## src/rtl/seg_scan_decoder_pkg.sv

```systemverilog
// Shared definitions for the multiplexed seven-segment scan decoder:
// FSM encoding, segment bit positions and the hex glyph table.
package seg_scan_decoder_pkg;

    typedef enum logic [1:0] {
        ST_IDLE    = 2'd0,
        ST_SETTLE  = 2'd1,
        ST_CAPTURE = 2'd2
    } scan_state_t;

    localparam int NUM_DIGITS = 4;
    localparam int GLYPH_W    = 7;
    localparam int SEG_G_BIT  = 6;
    localparam int SEG_DP_BIT = 7;

    // Active-high a..g patterns; element i is the glyph for hex value i.
    localparam logic [15:0][GLYPH_W-1:0] GLYPH_TABLE = {
        7'h71, 7'h79, 7'h5E, 7'h39, 7'h7C, 7'h77, 7'h6F, 7'h7F,
        7'h07, 7'h7D, 7'h6D, 7'h66, 7'h4F, 7'h5B, 7'h06, 7'h3F
    };

    function automatic logic [1:0] dig_index(input logic [3:0] sel_n);
        logic [1:0] idx;
        idx = 2'd0;
        for (int i = 0; i < NUM_DIGITS; i++) begin
            if (!sel_n[i]) idx = 2'(i);
        end
        return idx;
    endfunction

endpackage

```

## src/rtl/seg7_glyph_decode.sv

```systemverilog
// Combinational lookup of an active-high 7-segment pattern into its hex
// value; legal is low when the pattern is not one of the 16 hex glyphs.
module seg7_glyph_decode
    import seg_scan_decoder_pkg::*;
(
    input  logic [GLYPH_W-1:0] pattern,
    output logic [3:0]         value,
    output logic               legal
);

    // NOTE: every output gets a default before the search loop so that no
    // path through the block leaves a value held, which would infer a latch.
    always_comb begin
        value = 4'h0;
        legal = 1'b0;
        for (int i = 0; i < 16; i++) begin
            if (pattern == GLYPH_TABLE[i]) begin
                value = 4'(i);
                legal = 1'b1;
            end
        end
    end

endmodule

```

## src/rtl/seg_scan_decoder.sv

```systemverilog
// Recovers four hex digits from the segment/digit-select lines of a
// multiplexed LED display, with settling, repeat confirmation and staleness.
module seg_scan_decoder
    import seg_scan_decoder_pkg::*;
#(
    parameter int SETTLE_CYC  = 4,
    parameter int CONFIRM_N   = 2,
    parameter int TIMEOUT_CYC = 65535
) (
    input  logic        clk,
    input  logic        rst_n,
    input  logic [7:0]  seg_n,
    input  logic [3:0]  dig_n,
    output logic [15:0] digit_val,
    output logic [3:0]  digit_dp,
    output logic [3:0]  digit_valid,
    output logic [3:0]  digit_bad,
    output logic        update
);

    localparam int SW = $clog2(SETTLE_CYC + 1);
    localparam int CW = $clog2(CONFIRM_N + 1);
    localparam int TW = $clog2(TIMEOUT_CYC + 1);

    logic [7:0] seg_m, seg_s;
    logic [3:0] dig_m, dig_s;

    scan_state_t   state;
    logic [3:0]    dig_ref;
    logic [1:0]    dig_idx;
    logic [SW-1:0] settle_cnt;
    logic          armed;

    logic [7:0]    last_pat  [NUM_DIGITS];
    logic [CW-1:0] match_cnt [NUM_DIGITS];
    logic [7:0]    com_pat   [NUM_DIGITS];
    logic [TW-1:0] idle_cnt  [NUM_DIGITS];
    logic [3:0]    has_com;

    logic          capture;
    logic [CW-1:0] cap_cnt;
    logic          commit;
    logic [3:0]    timeout;
    logic [3:0]    glyph_val;
    logic          glyph_legal;
    logic [15:0]   nxt_val;
    logic [3:0]    nxt_dp, nxt_valid, nxt_bad;

    // NOTE: registers use non-blocking assignments so both synchronizer
    // stages sample the pre-edge values and the chain really is two flops deep.
    always_ff @(posedge clk or negedge rst_n) begin
        if (!rst_n) begin
            seg_m <= '1;
            seg_s <= '1;
            dig_m <= '1;
            dig_s <= '1;
        end else begin
            seg_m <= seg_n;
            seg_s <= seg_m;
            dig_m <= dig_n;
            dig_s <= dig_m;
        end
    end

    // After a capture the same select must go away before it is sampled again.
    always_ff @(posedge clk or negedge rst_n) begin
        if (!rst_n) begin
            state      <= ST_IDLE;
            dig_ref    <= '1;
            dig_idx    <= '0;
            settle_cnt <= '0;
            armed      <= 1'b1;
        end else begin
            armed <= armed || (dig_s != dig_ref);
            case (state)
                ST_IDLE: begin
                    if ($onehot(~dig_s) && (armed || dig_s != dig_ref)) begin
                        state      <= ST_SETTLE;
                        dig_ref    <= dig_s;
                        dig_idx    <= dig_index(dig_s);
                        settle_cnt <= '0;
                    end
                end
                ST_SETTLE: begin
                    if (dig_s != dig_ref) begin
                        state <= ST_IDLE;
                    end else if (settle_cnt == SW'(SETTLE_CYC - 1)) begin
                        state <= ST_CAPTURE;
                    end else begin
                        settle_cnt <= settle_cnt + SW'(1);
                    end
                end
                ST_CAPTURE: begin
                    state <= ST_IDLE;
                    armed <= 1'b0;
                end
                default: state <= ST_IDLE;
            endcase
        end
    end

    seg7_glyph_decode u_glyph (
        .pattern (~seg_s[GLYPH_W-1:0]),
        .value   (glyph_val),
        .legal   (glyph_legal)
    );

    always_comb begin
        capture = (state == ST_CAPTURE);
        cap_cnt = CW'(1);
        if (seg_s == last_pat[dig_idx]) begin
            if (match_cnt[dig_idx] == CW'(CONFIRM_N)) cap_cnt = match_cnt[dig_idx];
            else                                      cap_cnt = match_cnt[dig_idx] + CW'(1);
        end
        commit = capture && (cap_cnt == CW'(CONFIRM_N)) &&
                 (!has_com[dig_idx] || seg_s != com_pat[dig_idx]);

        nxt_val   = digit_val;
        nxt_dp    = digit_dp;
        nxt_valid = digit_valid;
        nxt_bad   = digit_bad;
        for (int k = 0; k < NUM_DIGITS; k++) begin
            timeout[k] = !(capture && dig_idx == 2'(k)) &&
                         (idle_cnt[k] == TW'(TIMEOUT_CYC - 1));
            if (timeout[k]) nxt_valid[k] = 1'b0;
            // An illegal glyph keeps the last good value on the output.
            if (commit && dig_idx == 2'(k)) begin
                nxt_dp[k]    = ~seg_s[SEG_DP_BIT];
                nxt_bad[k]   = ~glyph_legal;
                nxt_valid[k] = glyph_legal;
                if (glyph_legal) nxt_val[4*k +: 4] = glyph_val;
            end
        end
    end

    // NOTE: the per-digit history arrays are reset explicitly; they are a
    // handful of flops, and a stale pattern surviving reset could suppress
    // the first commit after it.
    always_ff @(posedge clk or negedge rst_n) begin
        if (!rst_n) begin
            has_com <= '0;
            for (int k = 0; k < NUM_DIGITS; k++) begin
                last_pat[k]  <= '1;
                match_cnt[k] <= '0;
                com_pat[k]   <= '1;
                idle_cnt[k]  <= '0;
            end
        end else begin
            for (int k = 0; k < NUM_DIGITS; k++) begin
                if (capture && dig_idx == 2'(k)) begin
                    last_pat[k]  <= seg_s;
                    match_cnt[k] <= cap_cnt;
                    idle_cnt[k]  <= '0;
                    if (commit) begin
                        com_pat[k] <= seg_s;
                        has_com[k] <= 1'b1;
                    end
                end else begin
                    if (idle_cnt[k] != TW'(TIMEOUT_CYC)) idle_cnt[k] <= idle_cnt[k] + TW'(1);
                    // Forgetting the committed pattern lets a returning digit
                    // become valid again once it is reconfirmed.
                    if (timeout[k]) begin
                        match_cnt[k] <= '0;
                        has_com[k]   <= 1'b0;
                    end
                end
            end
        end
    end

    always_ff @(posedge clk or negedge rst_n) begin
        if (!rst_n) begin
            digit_val   <= '0;
            digit_dp    <= '0;
            digit_valid <= '0;
            digit_bad   <= '0;
            update      <= 1'b0;
        end else begin
            digit_val   <= nxt_val;
            digit_dp    <= nxt_dp;
            digit_valid <= nxt_valid;
            digit_bad   <= nxt_bad;
            update      <= {nxt_val, nxt_dp, nxt_valid, nxt_bad} !=
                           {digit_val, digit_dp, digit_valid, digit_bad};
        end
    end

endmodule

```

## config.mk

```make
export PLATFORM = sky130hd
export DESIGN_NAME = seg_scan_decoder
export DESIGN_NICKNAME = d
export VERILOG_FILES = /design/src/rtl/seg_scan_decoder_pkg.sv /design/src/rtl/seg7_glyph_decode.sv /design/src/rtl/seg_scan_decoder.sv
export SDC_FILE = /design/constraint.sdc
export NUM_CORES = 1
export LEC_CHECK = 0
export ABC_CLOCK_PERIOD_IN_PS = 3600
export CAP_MARGIN = 20
export CORE_UTILIZATION = 35
export CTS_CLUSTER_DIAMETER = 50
export CTS_CLUSTER_SIZE = 8
export DETAILED_ROUTE_END_ITERATION = 8
export PLACE_DENSITY = 0.6
export SYNTH_ARGS = -nofsm -noshare
export SYNTH_HDL_FRONTEND = slang
export SYNTH_SLANG_ARGS = --single-unit
```

## constraint.sdc

```tcl
create_clock -name clk -period 3.6 [get_ports clk]
set_input_delay 0.72 -clock clk [delete_from_list [all_inputs] [get_ports clk]]
set_output_delay 0.72 -clock clk [all_outputs]
set_load 0.02 [all_outputs]
```

==> impl_metrics.json <==
{
  "finalPower_mw": 5.69,
  "finalSetupViolations": 0,
  "startpoint_type": "register",
  "drc": 0,
  "start_util_pct": 36.0,
  "gr-usage-met3_pct": 2.72,
  "hp-class": "in -> async",
  "dieWidth_um": 172,
  "worst_pin_slew_ns": 0.844,
  "grt_max_degree": 103,
  "row_count": 61,
  "cts_tree": "done",
  "ios": 43,
  "fin_crit_ns": 3.32,
  "endpoint_kind": "register",
  "busiest_layer": "met2",
  "async_flop_share_pct": 100,
  "critical_path_class": "reg -> reg",
  "grt_pass1_wl_um": 37900,
  "antenna_cells": 0,
  "synth_cell_type_count": 69,
  "final_common_cell": "nand2_1",
  "grt_use_total_pct": 16.0,
  "ff_latch_area_sq_um": 5250,
  "dp_hpwl_um": 14900,
  "syn-num-nets": 971,
  "use_met2_pct": 25.5,
  "core_region_area_sq_um": 28100,
  "holdBufCountCts": 0,
  "placed_cell_area_sq_um": 11000,
  "finalWirelength_um": 22500,
  "netlist_area_sq_um": 10100,
  "netlist_instances": 943,
  "synth-seq-cells": 205,
  "slew_headroom_pct": 43.7,
  "final_hold_viol_count": 0,
  "setup_tns_ns": 0,
  "slew_violations": 0,
  "cp.required_ns": 4.02,
  "use_met1_pct": 22.4,
  "gp_congestion": 0.841,
  "numCtsBuffers": 31,
  "syn2layout_area_growth_pct": 18.2,
  "nets": 1024,
  "ant_nets": 0,
  "final_area_sq_um": 12000,
  "die_area_sq_um": 29600,
  "vias": 7061,
  "crit_fanout": 16,
  "worstSetupStartpoint": "dig_idx[0]",
  "finClkSkew_ns": 0.00979,
  "die_h_um": 172,
  "power_density_nw_per_um2": 476,
  "antenna_found_initial": 0,
  "syn_area_per_cell_sq_um": 10.7,
  "grt_overflow_total": 0,
  "cts-root-buf": "clkbuf_16",
  "max_freq_mhz": 301,
  "cts_buffer_depth": 3,
  "r2r-start": "dig_idx[0]",
  "htree_levels": 1,
  "dp.cells": 1341,
  "yosys_warnings": 0,
  "dr.pass1.iters": 5,
  "drive_gt1_share_pct": 23.5,
  "synth-edff-count": 0,
  "drt-wirelength-per-cell_um": 16.1,
  "cts.sinks": 205,
  "port_buffers": 42,
  "final_cell_mix": "nand2_1, dfrtp_1, dfstp_2, nor2_1",
  "clk_pin_slew_ns": 0.05,
  "finalNonFillerCells": 1396,
  "synth_ff_type": "dfrtp_1",
  "clkLatencyLatePin_ns": 0.54,
  "drv_cap": 0,
  "drt_iter0_drc": 459,
  "outcome": "complete, no violations",
  "worstPathArrival_ns": 3.74,
  "period_share_pct": 92.3,
  "cts_setup_buffers": 0,
  "cts_resized": 0,
  "fill_cells": 2720,
  "utilization_pct": 42.6,
  "vias_per_cell": 5.06,
  "grt_setup_unrepaired": "false",
  "leakage_nw": 5.14,
  "peakVddDrop_mv": 0.305,
  "first_global_vias": 7193,
  "yosysSeqAreaShare_pct": 51.8,
  "multi_input_area_sq_um": 4560
}
==> Yosys cell counts (12+ instances only) <==
| library cell | instances | area share (%) |
|---|---|---|
| inv_1 | 18 | 0.67 |
| mux2_2 | 45 | 5.0 |
| nor2_1 | 79 | 2.9 |
| xnor2_1 | 46 | 4.0 |
| clkbuf_1 | 36 | 1.3 |
| o21ai_0 | 42 | 2.1 |
| ha_1 | 13 | 1.6 |
| dfrtp_1 | 112 | 28 |
| mux4_2 | 12 | 2.7 |
| nand4_1 | 26 | 1.6 |
| nand3_1 | 37 | 1.8 |
| dfstp_2 | 93 | 24 |
| nand2_1 | 145 | 5.4 |
| and3_1 | 19 | 1.2 |
| xor2_1 | 46 | 4.0 |
==> critical path, cell delays in order (launching register included) <==
cell,delay [ns]
dfrtp_2,0.68
mux4_1,0.64
xnor2_1,0.15
nand4_1,0.20
nor3_4,0.41
o211ai_4,0.22
nand2b_1,0.24
nor2_1,0.27
mux2_2,0.37
==> layer usage <==
layer,wire length [um],part of all wire (%)
met5,0,0
met4,470,2.1
met3,1050,4.7
met2,10200,45
met1,10800,48
==> path summary, 6_finish.rpt <==
| path | cells after the start | slack [ns] | endpoint |
|---|---|---|---|
| worst max-delay path | 8 | 0.28 | digit_val[5] |
| worst min-delay path | 1 | 0.29 | idle_cnt[41] |
| worst max register to register | 8 | 0.28 | digit_val[5] |
| worst min register to register | 0 | 0.35 | seg_s[5] |
| max in group asynchronous | 2 | 2.40 | seg_s[7] |
| min in group clk | 0 | 0.35 | seg_s[5] |
==> sequential cells by signal (all words and copies together) (netlist names), 8 cells and up <==
signal     count
digit_val     16
match_cnt      8
idle_cnt      64
last_pat      32
com_pat       32
seg_s          8
seg_m          8
==> area by class of cell <==
| class | count | share of cell area (%) |
|---|---|---|
| clock buffers | 52 | 7.31 |
| clock inverters | 3 | 0.335 |
| inverters | 19 | 0.596 |
| multi-input cells | 665 | 38.2 |
| flip-flops and latches | 205 | 43.9 |
| well taps | 378 | 3.96 |
| repair buffers | 74 | 5.77 |
==> per-stage QoR <==
step / worst slack, ns / hold WS, ns
floorplan: 0.465 / 0.345
global placement: 0.296 / 0.346
detailed placement: 0.282 / 0.347
CTS: 0.237 / 0.304
global route: 0.0214 / 0.348
finish: 0.277 / 0.285
==> power breakdown <==
group,total (mW),internal [mW],switching (mW)
sequential,2.55,2.41,0.138
clock,2.68,1.69,0.989
combinational,0.456,0.228,0.228
total,5.69,4.33,1.36
==> cell families (layout without fill, tap and decap cells) <==
kind of cell,Yosys count,after routing,share of synthesized area (%)
AND/OR/NAND/NOR,384,384,18.5
flip-flops,205,205,51.8
buffers and inverters,73,148,3.20
AO/OA/AOI/OAI,103,103,6.90
XOR/XNOR,92,92,7.96
multiplexers,72,72,9.79
adder cells (fa/ha/maj),14,14,1.81
No activity file was read; power rests on OpenSTA's default activity.
